--- config.mk ---
export PLATFORM = sky130hd
export DESIGN_NAME = uart_fifo_transceiver
export DESIGN_NICKNAME = d
export VERILOG_FILES = /design/src/rtl/uart_fifo_transceiver.sv
export SDC_FILE = /design/constraint.sdc
export NUM_CORES = 1
export LEC_CHECK = 0
export ABC_AREA = 0
export ABC_CLOCK_PERIOD_IN_PS = 3030
export CORE_MARGIN = 2
export CORE_UTILIZATION = 61
export CTS_BUF_LIST = sky130_fd_sc_hd__clkbuf_8
export DETAILED_ROUTE_END_ITERATION = 8
export GPL_ROUTABILITY_DRIVEN = 0
export PLACE_DENSITY_LB_ADDON = 0.05
export SYNTH_ARGS = -nofsm -noshare
export SYNTH_HDL_FRONTEND = slang
export SYNTH_SLANG_ARGS = --single-unit
--- constraint.sdc ---
create_clock -name clk -period 3.03 [get_ports clk]
set_clock_uncertainty 0.2 [all_clocks]
set_input_delay 0.4545 -clock clk [delete_from_list [all_inputs] [get_ports clk]]
set_output_delay 0.4545 -clock clk [all_outputs]
set_load 0.01 [all_outputs]
--- src/rtl/uart_fifo_transceiver.sv ---
// Full-duplex UART with a valid/ready transmit port and a receive FIFO.
// Word width, parity, stop bits, baud rate and FIFO depth are parameters.
module uart_fifo_transceiver #(
   parameter int CLK_FREQ   = 50_000_000,
   parameter int BAUD_RATE  = 19200,
   parameter int DATA_WIDTH = 8,
   parameter int PARITY     = 0,
   parameter int STOP_BITS  = 1,
   parameter int FIFO_DEPTH = 4
) (
   input  logic                          clk,
   input  logic                          rstN,
   input  logic [DATA_WIDTH-1:0]         tx_data,
   input  logic                          tx_valid,
   output logic                          tx_ready,
   output logic                          tx,
   input  logic                          rx,
   output logic [DATA_WIDTH-1:0]         rx_data,
   output logic                          rx_valid,
   input  logic                          rx_ready,
   output logic [$clog2(FIFO_DEPTH):0]   rx_level,
   output logic                          parity_err,
   output logic                          frame_err,
   output logic                          overflow
);

   localparam int CLKS_PER_BIT = CLK_FREQ / BAUD_RATE;
   localparam int HALF_BIT     = CLKS_PER_BIT / 2;
   localparam int STOP_CLKS    = STOP_BITS * CLKS_PER_BIT;
   localparam int CNT_W        = $clog2(STOP_CLKS + 1);
   localparam int IDX_W        = $clog2(DATA_WIDTH);
   localparam int AW           = $clog2(FIFO_DEPTH);
   localparam int LVL_W        = AW + 1;

   localparam logic [CNT_W-1:0] BIT_LAST  = CNT_W'(CLKS_PER_BIT - 1);
   localparam logic [CNT_W-1:0] HALF_LAST = CNT_W'(HALF_BIT - 1);
   localparam logic [CNT_W-1:0] STOP_LAST = CNT_W'(STOP_CLKS - 1);
   localparam logic [IDX_W-1:0] IDX_LAST  = IDX_W'(DATA_WIDTH - 1);

   typedef enum logic [2:0] {S_IDLE, S_START, S_DATA, S_PARITY, S_STOP} state_t;

   function automatic logic parity_of(input logic [DATA_WIDTH-1:0] d);
      return (PARITY == 1) ? ~^d : ^d;
   endfunction

   // ---------------- transmitter ----------------
   state_t                tx_state, tx_state_nxt;
   logic [CNT_W-1:0]      tx_cnt, tx_cnt_nxt;
   logic [IDX_W-1:0]      tx_idx, tx_idx_nxt;
   logic [DATA_WIDTH-1:0] tx_shift, tx_shift_nxt;
   logic                  tx_par, tx_par_nxt;
   logic                  tx_q, tx_nxt;

   // NOTE: every signal gets a default at the top of always_comb so no path infers a latch.
   always_comb begin
      tx_state_nxt = tx_state;
      tx_cnt_nxt   = tx_cnt + 1'b1;
      tx_idx_nxt   = tx_idx;
      tx_shift_nxt = tx_shift;
      tx_par_nxt   = tx_par;
      tx_nxt       = tx_q;
      unique case (tx_state)
         S_IDLE: begin
            tx_cnt_nxt = '0;
            tx_nxt     = 1'b1;
            if (tx_valid) begin
               tx_state_nxt = S_START;
               tx_shift_nxt = tx_data;
               tx_par_nxt   = parity_of(tx_data);
               tx_idx_nxt   = '0;
               tx_nxt       = 1'b0;
            end
         end
         S_START: if (tx_cnt == BIT_LAST) begin
            tx_state_nxt = S_DATA;
            tx_cnt_nxt   = '0;
            tx_nxt       = tx_shift[0];
         end
         S_DATA: if (tx_cnt == BIT_LAST) begin
            tx_cnt_nxt = '0;
            if (tx_idx == IDX_LAST) begin
               tx_state_nxt = (PARITY != 0) ? S_PARITY : S_STOP;
               tx_nxt       = (PARITY != 0) ? tx_par : 1'b1;
            end else begin
               tx_idx_nxt   = tx_idx + 1'b1;
               tx_shift_nxt = tx_shift >> 1;
               tx_nxt       = tx_shift[1];
            end
         end
         S_PARITY: if (tx_cnt == BIT_LAST) begin
            tx_state_nxt = S_STOP;
            tx_cnt_nxt   = '0;
            tx_nxt       = 1'b1;
         end
         S_STOP: if (tx_cnt == STOP_LAST) begin
            tx_state_nxt = S_IDLE;
            tx_cnt_nxt   = '0;
            tx_nxt       = 1'b1;
         end
         default: tx_state_nxt = S_IDLE;
      endcase
   end

   // NOTE: state registers use non-blocking assignments so all flops update together.
   always_ff @(posedge clk or negedge rstN) begin
      if (!rstN) begin
         tx_state <= S_IDLE;
         tx_cnt   <= '0;
         tx_idx   <= '0;
         tx_shift <= '0;
         tx_par   <= 1'b0;
         tx_q     <= 1'b1;
      end else begin
         tx_state <= tx_state_nxt;
         tx_cnt   <= tx_cnt_nxt;
         tx_idx   <= tx_idx_nxt;
         tx_shift <= tx_shift_nxt;
         tx_par   <= tx_par_nxt;
         tx_q     <= tx_nxt;
      end
   end

   assign tx_ready = (tx_state == S_IDLE);
   assign tx       = tx_q;

   // ---------------- receiver ----------------
   logic                  rx_meta, rx_sync, rx_prev;
   state_t                rx_state, rx_state_nxt;
   logic [CNT_W-1:0]      rx_cnt, rx_cnt_nxt;
   logic [IDX_W-1:0]      rx_idx, rx_idx_nxt;
   logic [DATA_WIDTH-1:0] rx_shift, rx_shift_nxt;
   logic                  rx_par_bit, rx_par_bit_nxt;
   logic                  done_q, done_nxt;
   logic                  frame_bad_q, frame_bad_nxt;
   logic                  par_bad_q, par_bad_nxt;

   always_comb begin
      rx_state_nxt   = rx_state;
      rx_cnt_nxt     = rx_cnt + 1'b1;
      rx_idx_nxt     = rx_idx;
      rx_shift_nxt   = rx_shift;
      rx_par_bit_nxt = rx_par_bit;
      done_nxt       = 1'b0;
      frame_bad_nxt  = frame_bad_q;
      par_bad_nxt    = par_bad_q;
      unique case (rx_state)
         S_IDLE: begin
            rx_cnt_nxt = '0;
            if (rx_prev && !rx_sync) rx_state_nxt = S_START;
         end
         S_START: if (rx_cnt == HALF_LAST) begin
            rx_cnt_nxt   = '0;
            rx_idx_nxt   = '0;
            rx_state_nxt = rx_sync ? S_IDLE : S_DATA;
         end
         S_DATA: if (rx_cnt == BIT_LAST) begin
            rx_cnt_nxt   = '0;
            rx_shift_nxt = {rx_sync, rx_shift[DATA_WIDTH-1:1]};
            if (rx_idx == IDX_LAST) rx_state_nxt = (PARITY != 0) ? S_PARITY : S_STOP;
            else                    rx_idx_nxt   = rx_idx + 1'b1;
         end
         S_PARITY: if (rx_cnt == BIT_LAST) begin
            rx_cnt_nxt     = '0;
            rx_par_bit_nxt = rx_sync;
            rx_state_nxt   = S_STOP;
         end
         S_STOP: if (rx_cnt == BIT_LAST) begin
            // Only the first stop bit is checked; return to IDLE at once for back-to-back frames.
            rx_cnt_nxt    = '0;
            rx_state_nxt  = S_IDLE;
            done_nxt      = 1'b1;
            frame_bad_nxt = ~rx_sync;
            par_bad_nxt   = (PARITY != 0) && (rx_par_bit != parity_of(rx_shift));
         end
         default: rx_state_nxt = S_IDLE;
      endcase
   end

   always_ff @(posedge clk or negedge rstN) begin
      if (!rstN) begin
         rx_meta     <= 1'b1;
         rx_sync     <= 1'b1;
         rx_prev     <= 1'b1;
         rx_state    <= S_IDLE;
         rx_cnt      <= '0;
         rx_idx      <= '0;
         rx_shift    <= '0;
         rx_par_bit  <= 1'b0;
         done_q      <= 1'b0;
         frame_bad_q <= 1'b0;
         par_bad_q   <= 1'b0;
      end else begin
         rx_meta     <= rx;
         rx_sync     <= rx_meta;
         rx_prev     <= rx_sync;
         rx_state    <= rx_state_nxt;
         rx_cnt      <= rx_cnt_nxt;
         rx_idx      <= rx_idx_nxt;
         rx_shift    <= rx_shift_nxt;
         rx_par_bit  <= rx_par_bit_nxt;
         done_q      <= done_nxt;
         frame_bad_q <= frame_bad_nxt;
         par_bad_q   <= par_bad_nxt;
      end
   end

   // ---------------- receive FIFO ----------------
   logic [DATA_WIDTH-1:0] mem [FIFO_DEPTH];
   logic [AW:0]           wr_ptr, rd_ptr;
   logic [AW-1:0]         rd_idx_next;
   logic                  push, pop, full, wr_en;

   assign rx_level    = wr_ptr - rd_ptr;
   assign rx_valid    = (rx_level != '0);
   assign full        = (rx_level == LVL_W'(FIFO_DEPTH));
   assign push        = done_q & ~frame_bad_q & ~par_bad_q;
   assign pop         = rx_valid & rx_ready;
   assign wr_en       = push & (~full | pop);
   assign rd_idx_next = rd_ptr[AW-1:0] + AW'(1);

   // NOTE: storage array has no reset; validity is tracked solely by the pointers.
   always_ff @(posedge clk) begin
      if (wr_en) mem[wr_ptr[AW-1:0]] <= rx_shift;
   end

   always_ff @(posedge clk or negedge rstN) begin
      if (!rstN) begin
         wr_ptr     <= '0;
         rd_ptr     <= '0;
         rx_data    <= '0;
         parity_err <= 1'b0;
         frame_err  <= 1'b0;
         overflow   <= 1'b0;
      end else begin
         if (wr_en) wr_ptr <= wr_ptr + 1'b1;
         if (pop)   rd_ptr <= rd_ptr + 1'b1;
         // Head register: bypass the incoming word when it becomes the new head.
         if (wr_en && (rx_level == '0 || (pop && rx_level == LVL_W'(1))))
            rx_data <= rx_shift;
         else if (pop && rx_level > LVL_W'(1))
            rx_data <= mem[rd_idx_next];
         parity_err <= done_q & par_bad_q;
         frame_err  <= done_q & frame_bad_q;
         overflow   <= push & full & ~pop;
      end
   end

endmodule

==> results by group, run 1 <==
Critical path
  • Crit Path Class: flop to output pin
  • Critical Path Start Type: flop
  • Most used cell, CP: inv_1
  • Worst endpoint required time: 2.38 ns
  • Slowest-stage cell, CP: clkdlybuf4s50_1
  • Worst Setup End Kind: output pin
  • Worst EP arrival: 2.23 ns
  • CP max FO: 4
  • Crit path largest cell delay: 0.55 ns
  • Cell Chain, Critical Path: inv_1 -> ha_1 -> fa_1 -> inv_1 -> clkdlybuf4s50_1

CTS
  • CTS Buffer Depth: 2
  • Sink Count: 106
  • Clock Root Buffer: clkbuf_8
  • H-Tree Depth: 3
  • Clock buffer count from CTS: 9
  • CTS tree: yes
  • Clock Latency Late Sink: 0.35 ns
  • Clock transition at the registers of the reported paths: 0.09 ns

Timing
  • Final setup margin: 0.150 ns
  • Period utilization: 95.0%
  • Final Hold Fails: 0
  • Fmax: 347 MHz
  • Setup violations, final: 0
  • Fin. max-slew vios: 0
  • Least-Margin Pin Slew: 0.926 ns
  • RSZ-0062 raised after global routing: false
  • Rel. slew slack: 38.3%
  • Min cycle time layout: 2.88 ns
  • Sum of negative setup slack: 0 ns

Place
  • Placed Area: 5180 um2
  • Pre-CTS WS: 0.253 ns
  • DP HPWL: 5400 um
  • Placed cell count: 491
  • IO Port Bufs: 28

Finish
  • Antenna fix cells: 0
  • Filler cells: 550
  • Post-route cell area: 5420 um2
  • Nets: 428
  • Final std cells w/o fill: 508
  • Area growth from synthesis to layout: 13.2%
  • Layout cells sized above 1: 17.5%

Synth
  • Synth warn: 0
  • Yosys reg bits: 106
  • Share of the synthesized area in the top cell type: 36.6%
  • Area contributors post-synth: dfrtp_1 37%, edfxtp_1 20%, mux2_2 6.6%, mux4_2 3.8%, ha_1 3.4%
  • Top cells by count, synth: 70 x dfrtp_1, 36 x nor2_1, 32 x edfxtp_1
  • Synth Net Count: 395
  • Gate Count Post-Synth: 368
  • Post-synth top area cell: dfrtp_1
  • Top_reg_cell synth: dfrtp_1
  • Ys async rst share: 69.8%
  • Mapped Avg Cell Area: 13.0 um2
  • Synth cell types: 53
  • Sequential area share after synthesis: 58.8%
  • Synth Cell Area: 4790 um2
  • Number of synthesized flops with an enable pin: 32
  • Top-count cell post-synth: dfrtp_1

Die
  • Die Area: 8580 um2
  • Die Y: 92.6 um
  • IO Pins: 30
  • Core area: 7690 um2
  • Initial Utilization: 62.3%
  • Die width: 92.6 um
  • Row cnt: 32

Route
  • ANT nets after route: 0
  • Avg WL per Cell: 15.2 um
  • TritonRoute pass-1 iters: 4
  • DR vias/cell: 5.52
  • Routed vias: 2805
  • Drt drc: 0
  • 1st-iter DRT viols: 136
  • Total Wirelength: 7740 um

Run
  • Max Cap Violations: 0

Global routing
  • Total GRT Usage: 20.2%
  • Wire length of the first global-routing pass: 13600 um
  • Met1 Usage GRT: 30.4%
  • Global route hottest layer: met1
  • Largest net degree at the start of global routing: 75
  • Initial antenna violation count: 0
  • Met3 usage in global routing: 4.31%
  • Vias in the first global route: 2798
  • Grt ovf: 0
  • Met2 Use GR: 30.2%

Pwr
  • VDD IR max: 420 uV
  • LEAKAGE: 0.00236 uW
  • Power density over the cells: 661 nW/um2

Run status
  • Status: completed

Worst hold path
  • Worst hold path type: primary input to asynchronous set/reset pin
==> timing repair <==
item / 4_1_cts / 5_1_grt
buffers inserted: 1 / 0
hold buffers: 0 / 0
pin swaps: 0 / 0
gates resized for setup: 1 / 1
endpoints found under the setup margin: 2 / 1
==> sequential cells by signal, summed over array words and instances (netlist names), 3 cells and up <==
register  flops
rx_data       8
wr_ptr        3
tx_shift      8
rx_shift      8
tx_state      3
rx_state      3
tx_cnt       12
mem          32
rx_cnt       12
tx_idx        3
rx_idx        3
rd_ptr        3
==> where the power goes <==
| part | switching (uW) | internal [uW] | total, uW |
|---|---|---|---|
| logic | 424 | 424 | 848 |
| clock network | 444 | 542 | 986 |
| registers | 129 | 1620 | 1750 |
| total | 997 | 2580 | 3580 |
==> path summary, 6_finish.rpt <==
kind | startpoint | end | slack [ns] | cells past startpoint
worst max-delay path | wr_ptr[0] | rx_level[1] | 0.15 | 5
worst min-delay path | rstN | rx_data[0] | 0.01 | 1
worst max register to register | wr_ptr[0] | rx_data[3] | 0.29 | 8
worst min register to register | rx_meta | rx_sync | 0.17 | 0
max in group asynchronous | rstN | tx_cnt[2] | 2.00 | 1
min in group clk | rx_meta | rx_sync | 0.17 | 0
==> metal layers <==
metal  share of wire (%)  vias to the layer above
li1                    -                     1387
met1                  49                     1368
met2                  47                       43
met3                 3.4                        7
met4                0.96                        0
met5                   0                        -
==> cell type report <==
type,count,area [um2],share of cell area (%)
multi-input combinational,232,1850,34.1
inverter,17,63.8,1.18
clock buffer,9,124,2.28
sequential,106,2820,52.0
tap,102,128,2.35
clock inverter,7,109,2.01
timing repair buffer,35,332,6.11
==> layout by cell type (no fill, tap or decap), types with 8 or more instances in the layout <==
cell type | netlist | routed
nand2_1 | 16 | 16
xor2_1 | 14 | 14
dfrtp_1 | 70 | 70
clkdlybuf4s50_1 | 0 | 25
buf_4 | 1 | 8
inv_1 | 16 | 18
nor2_1 | 36 | 36
nor2b_1 | 8 | 8
edfxtp_1 | 32 | 32
nand3_1 | 9 | 9
ha_1 | 13 | 13
clkbuf_8 | 0 | 9
mux4_2 | 8 | 8
nand4_1 | 12 | 12
mux2_2 | 28 | 28
and2_1 | 8 | 8
xnor2_1 | 10 | 10
==> metrics by stage <==
step           hold slack (ns)  utilization, %  power (uW)
4_1_cts                 0.0612            70.5        3620
3_3_place_gp             0.146            67.4        2610
2_1_floorplan          -0.0411               -        2340
5_1_grt                  0.101            70.5        3770
3_5_place_dp             0.154            67.4        2640
6_report                0.0113            70.5        3580
==> worst max-delay path, delay by kind of cell, from the launching register on <==
family | cells | cell delay, ns
DFF | 1 | 0.39
buffers and inverters | 3 | 0.83
adders and majority gates | 2 | 0.64
==> kinds of logic after synthesis <==
kind of cell	share of synthesized area, %
AOI/OAI and AO/OA	3.94
xor gates and xnor gates	4.88
adders and majority gates	4.02
buffers and inverters	2.61
DFF	58.8
muxes	11.8
other	0.0783
and+or+nand+nor	13.9
No activity file was read; power rests on OpenSTA's default activity.
==> inputs of run 2 (changes only) <==
Settings changed: CORE_MARGIN 2 to 5, CORE_UTILIZATION 61 to 65, DONT_BUFFER_PORTS set to 1.
==> results by group, run 2 (same netlist as run 1, synthesis figures left out) <==
Pwr
  • Combinational Power Share: 21.8% (-1.9 points)
  • Cell Int Power: 2350 uW (-8.9%)
  • P_sw: 978 uW (-1.9%)
  • VDD IR max: 344 uV (-18%)
  • Seq pwr share: 53.0% (+4.2 points)
  • LEAKAGE: 0.00225 uW (-4.7%)
  • Sw frac: 29.3% (+1.5 points)
  • Power density over the cells: 647 nW/um2 (-2.1%)
  • Clock power share: 25.3% (-2.2 points)

Finish
  • Reg area: 2820 um2 (unchanged)
  • Area of the multi-input gates: 1850 um2 (unchanged)
  • Antenna fix cells: 0 (unchanged)
  • Final std cells w/o fill: 480 (-5.5%)
  • Most frequent cells in the layout: 70 x dfrtp_1, 36 x nor2_1, 32 x edfxtp_1
  • Area growth from synthesis to layout: 7.52%
  • Max reg flops: 32 (unchanged)
  • Layout cells sized above 1: 18.4% (+0.89 points)
  • Filler cells: 516 (-6.2%)
  • Nets: 403 (-5.8%)
  • Commonest non-fill, non-tap cell in the layout: dfrtp_1

Route
  • Drt drc: 0 (unchanged)
  • ANT nets after route: 0 (unchanged)
  • TritonRoute pass-1 iters: 4 (unchanged)
  • Total Wirelength: 7740 um (about the same)
  • Avg WL per Cell: 16.1 um (+5.9%)
  • 1st-iter DRT viols: 52 (-62%)
  • Routed vias: 2748 (-2.0%)
  • DR vias/cell: 5.73 (+3.7%)

CTS
  • Clock buffer count from CTS: 9 (unchanged)
  • Clock Root Buffer: clkbuf_8
  • Clock transition at the registers of the reported paths: 0.10 ns (about the same)
  • CTS Buffer Depth: 2 (unchanged)
  • Clock Latency Late Sink: 0.35 ns (about the same)
  • Sink Count: 106 (unchanged)
  • H-Tree Depth: 3 (unchanged)
  • CTS tree: yes

Critical path
  • Worst Setup End Kind: flop
  • CP max FO: 8 (+4)
  • Worst EP arrival: 2.85 ns (+0.62 ns)
  • Critical Path Start Type: flop
  • Worst endpoint required time: 3.06 ns (+0.68 ns)
  • Crit Path Class: flop to flop

Place
  • IO Port Bufs: 0 (-100%)
  • Placed cell count: 460 (-6.3%)
  • DP HPWL: 5420 um (+0.27%)

Run
  • Max Cap Violations: 0 (unchanged)

Global routing
  • Wire length of the first global-routing pass: 13400 um (-1.6%)
  • Vias in the first global route: 2827 (+1.0%)
  • Total GRT Usage: 19.0% (-1.2 points)
  • Largest net degree at the start of global routing: 75 (unchanged)
  • Initial antenna violation count: 0 (unchanged)
  • Grt ovf: 0 (unchanged)

Timing
  • Final Hold Fails: 0 (unchanged)
  • Fin. max-slew vios: 0 (unchanged)
  • Hold_ws: 0.0532 ns (+0.0419 ns)
  • Fmax: 355 MHz (+2.1%)
  • Min cycle time layout: 2.82 ns (-0.0591 ns)
  • Sum of negative setup slack: 0 ns (unchanged)
  • Setup violations, final: 0 (unchanged)
  • Period utilization: 93.1% (-1.9 points)
  • Least-Margin Pin Slew: 0.743 ns (-0.182 ns)
  • RSZ-0062 raised after global routing: false
  • Rel. slew slack: 50.2% (+12 points)

Die
  • Die Y: 95.9 um (+3.5%)
  • Row cnt: 31 (-3.1%)
  • Core area: 7210 um2 (-6.2%)
  • Initial Utilization: 66.4% (+4.1 points)
  • IO Pins: 30 (unchanged)
  • Die width: 95.9 um (+3.5%)
  • Die Area: 9190 um2 (+7.1%)

Run status
  • Status: completed

Worst hold path
  • Worst hold path type: primary input to flop
## run 2: changes by cell type in the layout (fill, tap and decap cells not counted), sizes merged
| cell | previous run | this run |
|---|---|---|
| dlygate4sd2 | 1 | 0 |
| dlymetal6s2s | 1 | 0 |
| clkdlybuf4s50 | 25 | 0 |
| clkbuf | 9 | 10 |
| buf | 8 | 7 |
| dlygate4sd3 | 0 | 3 |
| clkinv | 1 | 2 |
| bufinv | 3 | 1 |
## run 2: per-layer routing
layer | part of all wire (%) | global-route usage (%) | routed length [um]
met3 | 3.7 | 4.38 | 285
met1 | 47 | 26.3 | 3670
met4 | 0.98 | 6.04 | 76
met5 | 0 | 0 | 0
met2 | 48 | 30.1 | 3710
## run 2: worst max-delay path, stage by stage, from the launching register on
cell	delay [ns]
dfrtp_1	0.38
inv_1	0.10
ha_1	0.22
fa_1	0.37
xnor3_2	0.28
inv_2	0.08
or4_4	0.55
and2_4	0.21
a221o_1	0.30
## run 2: timing repair
action,in CTS,in global routing
resized for setup,0,0
hold buffers,4,0
endpoints found under the hold margin,76,0
setup buffers,0,0
## run 2: final cells by class
cell class | count | share of cell area (%)
Sequential cell | 106 | 54.7
Clock buffer | 10 | 2.67
Tap cell | 99 | 2.40
Clock inverter | 6 | 1.12
Timing Repair Buffer | 10 | 1.99
Multi-Input combinational cell | 232 | 35.9
Inverter | 17 | 1.24
## run 2: power groups by stage
stage | Sequential [uW] | Combinational (uW) | Clock [uW]
after floorplan | 1750 | 587 | 0
after detailed placement | 1790 | 703 | 0
final | 1770 | 725 | 841
after global placement | 1790 | 679 | 0
after global routing | 1790 | 815 | 931
after CTS | 1770 | 731 | 874
## run 2: worst paths after layout
path	slack (ns)	cells after the start	to	from
min	0.05	2	rd_ptr[2]	rx_ready
max	0.21	8	rx_data[3]	wr_ptr[0]
max reg2reg	0.21	8	rx_data[3]	wr_ptr[0]
min reg2reg	0.17	0	rx_sync	rx_meta
max in group asynchronous	1.85	2	rx_meta	rstN
min in group asynchronous	0.43	2	rd_ptr[1]	rstN
## run 2: stage by stage
stage,worst slack (ns),util [%],total power [uW],cell area (um2)
6_report,0.209,71.4,3330,5150
5_1_grt,0.0825,71.4,3540,5150
4_1_cts,0.220,71.4,3370,5150
3_5_place_dp,0.243,67.9,2500,4900
3_3_place_gp,0.307,67.9,2470,4900
2_1_floorplan,0.290,-,2340,4790
==> inputs of run 3 (changes only) <==
Settings changed: MAX_ROUTING_LAYER set to met4, RECOVER_POWER set to 50.
==> results by group, run 3 (same netlist as run 1, synthesis figures left out) <==
Run status
  • Status: complete, but fails checks
  • Failing checks: capacitance limit, slew limit

CTS
  • H-Tree Depth: 3 (unchanged)
  • CTS Buffer Depth: 2 (unchanged)
  • Clock Root Buffer: clkbuf_8
  • CTS tree: yes
  • Clock transition at the registers of the reported paths: 0.10 ns (about the same)
  • Clock buffer count from CTS: 9 (unchanged)
  • Clock Latency Late Sink: 0.35 ns (about the same)
  • Sink Count: 106 (unchanged)

Route
  • Total Wirelength: 7760 um (+0.18%)
  • Drt drc: 0 (unchanged)
  • TritonRoute pass-1 iters: 4 (unchanged)
  • Routed vias: 2741 (-0.25%)
  • Avg WL per Cell: 16.2 um (+0.18%)
  • DR vias/cell: 5.71 (-0.25%)
  • ANT nets after route: 0 (unchanged)
  • 1st-iter DRT viols: 48 (-7.7%)

Critical path
  • Slowest-stage cell, CP: or4_4
  • Critical Path Start Type: flop
  • Worst Setup End Kind: flop
  • Cell Chain, Critical Path: inv_1 -> ha_1 -> fa_1 -> xnor3_2 -> inv_2 -> or4_4 -> and2_4 -> a221o_1
  • Worst EP arrival: 2.85 ns (about the same)
  • Crit Path Class: flop to flop
  • CP max FO: 8 (unchanged)
  • Crit path largest cell delay: 0.55 ns (about the same)
  • Worst endpoint required time: 3.06 ns (about the same)
  • R2r worst-path depth: 8 (unchanged)

Timing
  • Setup violations, final: 0 (unchanged)
  • RSZ-0062 raised after global routing: false
  • Fin. max-slew vios: 75 (+75)
  • Least-Margin Pin Slew: 1.80 ns (+1.05 ns)
  • Final Hold Fails: 0 (unchanged)
  • Min cycle time layout: 2.82 ns (+0.000460 ns)
  • Fmax: 354 MHz (about the same)
  • Sum of negative setup slack: 0 ns (unchanged)
  • Rel. slew slack: -19.8% (-70 points)
  • Period utilization: 93.1% (about the same)

Finish
  • Commonest non-fill, non-tap cell in the layout: dfrtp_1
  • Max reg flops: 32 (unchanged)
  • Most frequent cells in the layout: 70 x dfrtp_1, 36 x nor2_1, 32 x edfxtp_1
  • Antenna fix cells: 0 (unchanged)
  • Area growth from synthesis to layout: 7.05%
  • Nets: 403 (unchanged)
  • Layout cells sized above 1: 18.1% (-0.26 points)
  • Post-route cell area: 5130 um2 (-0.44%)

Die
  • Die Y: 95.9 um (unchanged)
  • Initial Utilization: 66.4% (unchanged)
  • Row cnt: 31 (unchanged)
  • Die Area: 9190 um2 (unchanged)
  • IO Pins: 30 (unchanged)
  • Core area: 7210 um2 (unchanged)
  • Die width: 95.9 um (unchanged)

Place
  • DP HPWL: 5420 um (unchanged)
  • IO Port Bufs: 0 (unchanged)
  • Placed Area: 4900 um2 (unchanged)

Global routing
  • Vias in the first global route: 2826 (-0.035%)
  • Total GRT Usage: 19.5% (+0.54 points)
  • Initial antenna violation count: 0 (unchanged)
  • Largest net degree at the start of global routing: 75 (unchanged)
  • Wire length of the first global-routing pass: 13300 um (-0.10%)
  • Grt ovf: 0 (unchanged)

Pwr
  • Power density over the cells: 649 nW/um2 (+0.39%)
  • LEAKAGE: 0.00224 uW (-0.40%)
  • VDD IR max: 345 uV (about the same)

Worst hold path
  • Worst hold path type: primary input to flop
  • Hold path cells: 2 (unchanged)

Run
  • Max Cap Violations: 1 (+1)
[run 3: changes by cell type in the layout (fill, tap and decap cells not counted)]
cell / change
buf_16: -1
clkbuf_2: +1
dfstp_1: +1
dfstp_2: -1
[run 3: layout make-up]
type / instances / area [um2]
repair buffers: 10 / 80.1
flip-flops and latches: 106 / 2820
clock inverters: 6 / 57.6
multi-input cells: 232 / 1850
inverters: 17 / 63.8
clock buffers: 10 / 138
well taps: 99 / 124
fillers: 519 / 2080
[run 3: metal layers]
| metal | wire length, um | vias up | global-route usage [%] | part of all wire (%) |
|---|---|---|---|---|
| li1 | - | 1337 | - | - |
| met1 | 3680 | 1347 | 26.1 | 47 |
| met2 | 3740 | 50 | 30.2 | 48 |
| met3 | 283 | 7 | 4.38 | 3.6 |
| met4 | 59 | 0 | 6.04 | 0.76 |
| met5 | 0 | - | - | 0 |
[run 3: path summary, 6_finish.rpt]
| kind | startpoint | end | slack (ns) |
|---|---|---|---|
| max | wr_ptr[0] | rx_data[3] | 0.21 |
| min | rx_ready | rd_ptr[2] | 0.05 |
| max reg2reg | wr_ptr[0] | rx_data[3] | 0.21 |
| min reg2reg | rx_meta | rx_sync | 0.17 |
| max in group asynchronous | rstN | tx_cnt[5] | 0.63 |
| min in group asynchronous | rstN | rd_ptr[1] | 0.90 |
[run 3: through the flow]
stage	power (uW)	worst slack (ns)	utilization, %	hold slack, ns	std cells
final	3330	0.209	71.1	0.0510	480
after floorplan	2340	0.290	-	-0.0411	368
after global placement	2470	0.307	67.9	-0.0394	460
after detailed placement	2500	0.243	67.9	-0.0389	460
after CTS	3370	0.220	71.4	0.0367	480
after global routing	3530	0.0825	71.1	0.0400	480
[run 3: what timing repair did]
item                                    4_1_cts  5_1_grt
setup buffers                                 0        0
gates resized for setup                       0        0
endpoints found under the setup margin        0        0
hold buffers                                  4        0
endpoints found under the hold margin        76        0
[run 3: where the power goes]
part / switching (uW) / total, uW / internal, uW / leakage, uW
sequential: 146 / 1770 / 1620 / 0.00133
combinational: 389 / 721 / 332 / 0.000797
clock: 444 / 844 / 400 / 0.000109
total: 980 / 3330 / 2350 / 0.00224
[run 3: critical path: cells and delay by family, from the launching register on]
family | cells | cell delay [ns]
XOR/XNOR | 1 | 0.28
AND/OR/NAND/NOR | 2 | 0.76
adder cells (fa/ha/maj) | 2 | 0.59
AO/OA/AOI/OAI | 1 | 0.30
flip-flops | 1 | 0.38
buffers and inverters | 2 | 0.18
==> RTL change: new RTL, flow settings as in run 3 <==
Add an input register stage for `rx`, with the module's reset; this delays it by one clock. The other inputs are not delayed to match.
--- a/src/rtl/uart_fifo_transceiver.sv
+++ b/src/rtl/uart_fifo_transceiver.sv
@@ -39,6 +39,16 @@
 
    typedef enum logic [2:0] {S_IDLE, S_START, S_DATA, S_PARITY, S_STOP} state_t;
 
+   logic rx_q;
+
+   always_ff @(posedge clk or negedge rstN) begin
+      if (!rstN) begin
+         rx_q <= '0;
+      end else begin
+         rx_q <= rx;
+      end
+   end
+
    function automatic logic parity_of(input logic [DATA_WIDTH-1:0] d);
       return (PARITY == 1) ? ~^d : ^d;
    endfunction
@@ -190,7 +200,7 @@
          frame_bad_q <= 1'b0;
          par_bad_q   <= 1'b0;
       end else begin
-         rx_meta     <= rx;
+         rx_meta     <= rx_q;
          rx_sync     <= rx_meta;
          rx_prev     <= rx_sync;
          rx_state    <= rx_state_nxt;
Check against the original RTL: same outputs for any inputs over 10 cycles, from zero or initial values and one cycle with rstN low; that may be too few to reach the edited logic, so the function may still have changed.
==> RTL change against run 3 <==
  * The run still ends with capacitance limit, slew limit left
  * Sequential cell count is 1 higher
  * Design area is 1.9% higher
  * Final cell count is 0.21% higher
  * Power is 9.1% higher
  * Via count is 4.9% higher
  * Routed wire length is 4.3% higher
  * Sequential share of layout area is 0.56 points lower
  * Setup slack worse by 0.035 ns
  * Largest power group unchanged
  * Synthesized area is 2.3% higher
==> RTL change: results <==
set metrics [dict create \
    ys_warn_count 0 \
    grt_use_total_pct 18.8 \
    worstPathMaxFanout 9 \
    synthXorXnorAreaFrac_pct 4.57 \
    synthArstFlopShare_pct 70.1 \
    cts_max_path_buffers 2 \
    synthTopCellsByCount "dfrtp_1, nor2_1, edfxtp_1, mux2_2, nand3_1" \
    final_layout_size_suffix_gt1_share_pct 18.1 \
    synth_compound_area_share_pct 6.38 \
    cap_violations 1 \
    finish.net_count 404 \
    seq_area_frac_synth_pct 58.0 \
    grt_pass1_vias 2849 \
    worstHoldPathType "in2reg" \
    max_stage_delay_ns 0.69 \
    place_ws_ns 0.182 \
    drt_wl_total_um 8090 \
    firstDrtPassIters 6 \
    root_buffer "clkbuf_8" \
    n_antenna_cell 0 \
    synth_edf_count 32 \
    slew-limit-headroom_pct -19.7 \
    antenna_found_initial 0 \
    clk_pin_slew_ns 0.11 \
    worstPathArrival_ns 2.93 \
    grt_pass1_wl_um 14100 \
    io_buffers 0 \
    clkLatencyLatePin_ns 0.37 \
    synthTopCellsByArea "dfrtp_1, edfxtp_1, mux2_2" \
    slowest_stage "or4_1" \
    ir_drop_mv 0.368 \
    fillers 524 \
    drtIter0Drc 106 \
    status "finished, violations left" \
    synth_fa_ha_area_share_pct 3.93 \
    grt_max_degree 76 \
    dp.final_hpwl_um 5500 \
    via_per_inst 5.98 \
    postRouteAntennaNets 0 \
    cts_buffers 9 \
    cts_max_level 3 \
    synthMuxAreaShare_pct 10.9 \
    synth_cell_types 64 \
    slew_viol_final 76 \
    largest_reg_flops 32 \
    switchingPower_w 0.00116 \
    p_leak_nw 2.27 \
    violations "capacitance limit, slew limit" \
]
-- RTL change: repair_timing --
action,4_1_cts,5_1_grt
hold endpoints to repair,77,0
hold buffers,4,0
gates resized for setup,0,0
setup buffers,0,0
-- RTL change: final cells by class --
type	count	area [um^2]	area share [%]
flip-flops and latches	107	2840	54.4
multi-input cells	238	1930	37.0
clock buffers	9	124	2.37
well taps	99	124	2.37
clock inverters	7	91.3	1.75
repair buffers	8	65.1	1.24
inverters	13	48.8	0.933
-- RTL change: worst paths after layout --
| kind | startpoint | endpoint | slack [ns] | depth (start not counted) |
|---|---|---|---|---|
| max | wr_ptr[0]$_DFFE_PN0P_ | rx_data[6]$_DFFE_PN0P_ | 0.17 | 8 |
| min | tx_data[7] | tx_shift[7]$_DFFE_PN0P_ | 0.03 | 1 |
| max reg2reg | wr_ptr[0]$_DFFE_PN0P_ | rx_data[6]$_DFFE_PN0P_ | 0.17 | 8 |
| min reg2reg | rx_meta$_DFF_PN1_ | rx_sync$_DFF_PN1_ | 0.17 | 0 |
| max in group asynchronous | rstN | tx_cnt[6]$_DFF_PN0_ | 0.64 | 2 |
| min in group asynchronous | rstN | rx_data[2]$_DFFE_PN0P_ | 0.90 | 2 |
-- RTL change: metal layers --
metal	wire length, um	GRT usage, %
met1	3680	24.6
met4	104	5.18
met2	3980	29.0
met5	0	-
met3	324	5.40
-- RTL change: power by group through the flow --
stage               Sequential (W)  Clock (W)  Combinational (W)
floorplan                  0.00184          0           0.000691
global placement           0.00190          0           0.000776
detailed placement         0.00190          0           0.000809
CTS                        0.00188   0.000957           0.000840
global route               0.00191    0.00102           0.000922
finish                     0.00188   0.000927           0.000831
-- RTL change: worst max-delay path, delay by kind of cell, from the launching register on --
family,cells,cell delay [ns]
adder cells (fa/ha/maj),2,0.59
XOR/XNOR,1,0.31
AND/OR/NAND/NOR,1,0.69
AO/OA/AOI/OAI,2,0.38
buffers and inverters,2,0.19
flip-flops,1,0.39
-- RTL change: through the flow --
stage	cell area, um^2	cells
global route	5230	481
CTS	5250	481
detailed placement	4980	461
finish	5230	481
floorplan	4900	374
global placement	4980	461
-- RTL change: cells by family after synthesis --
group                    Yosys count
buffers and inverters             29
AO/OA/AOI/OAI                     41
AND/OR/NAND/NOR                  120
XOR/XNOR                          24
other                              1
flip-flops                       107
adder cells (fa/ha/maj)           15
multiplexers                      37
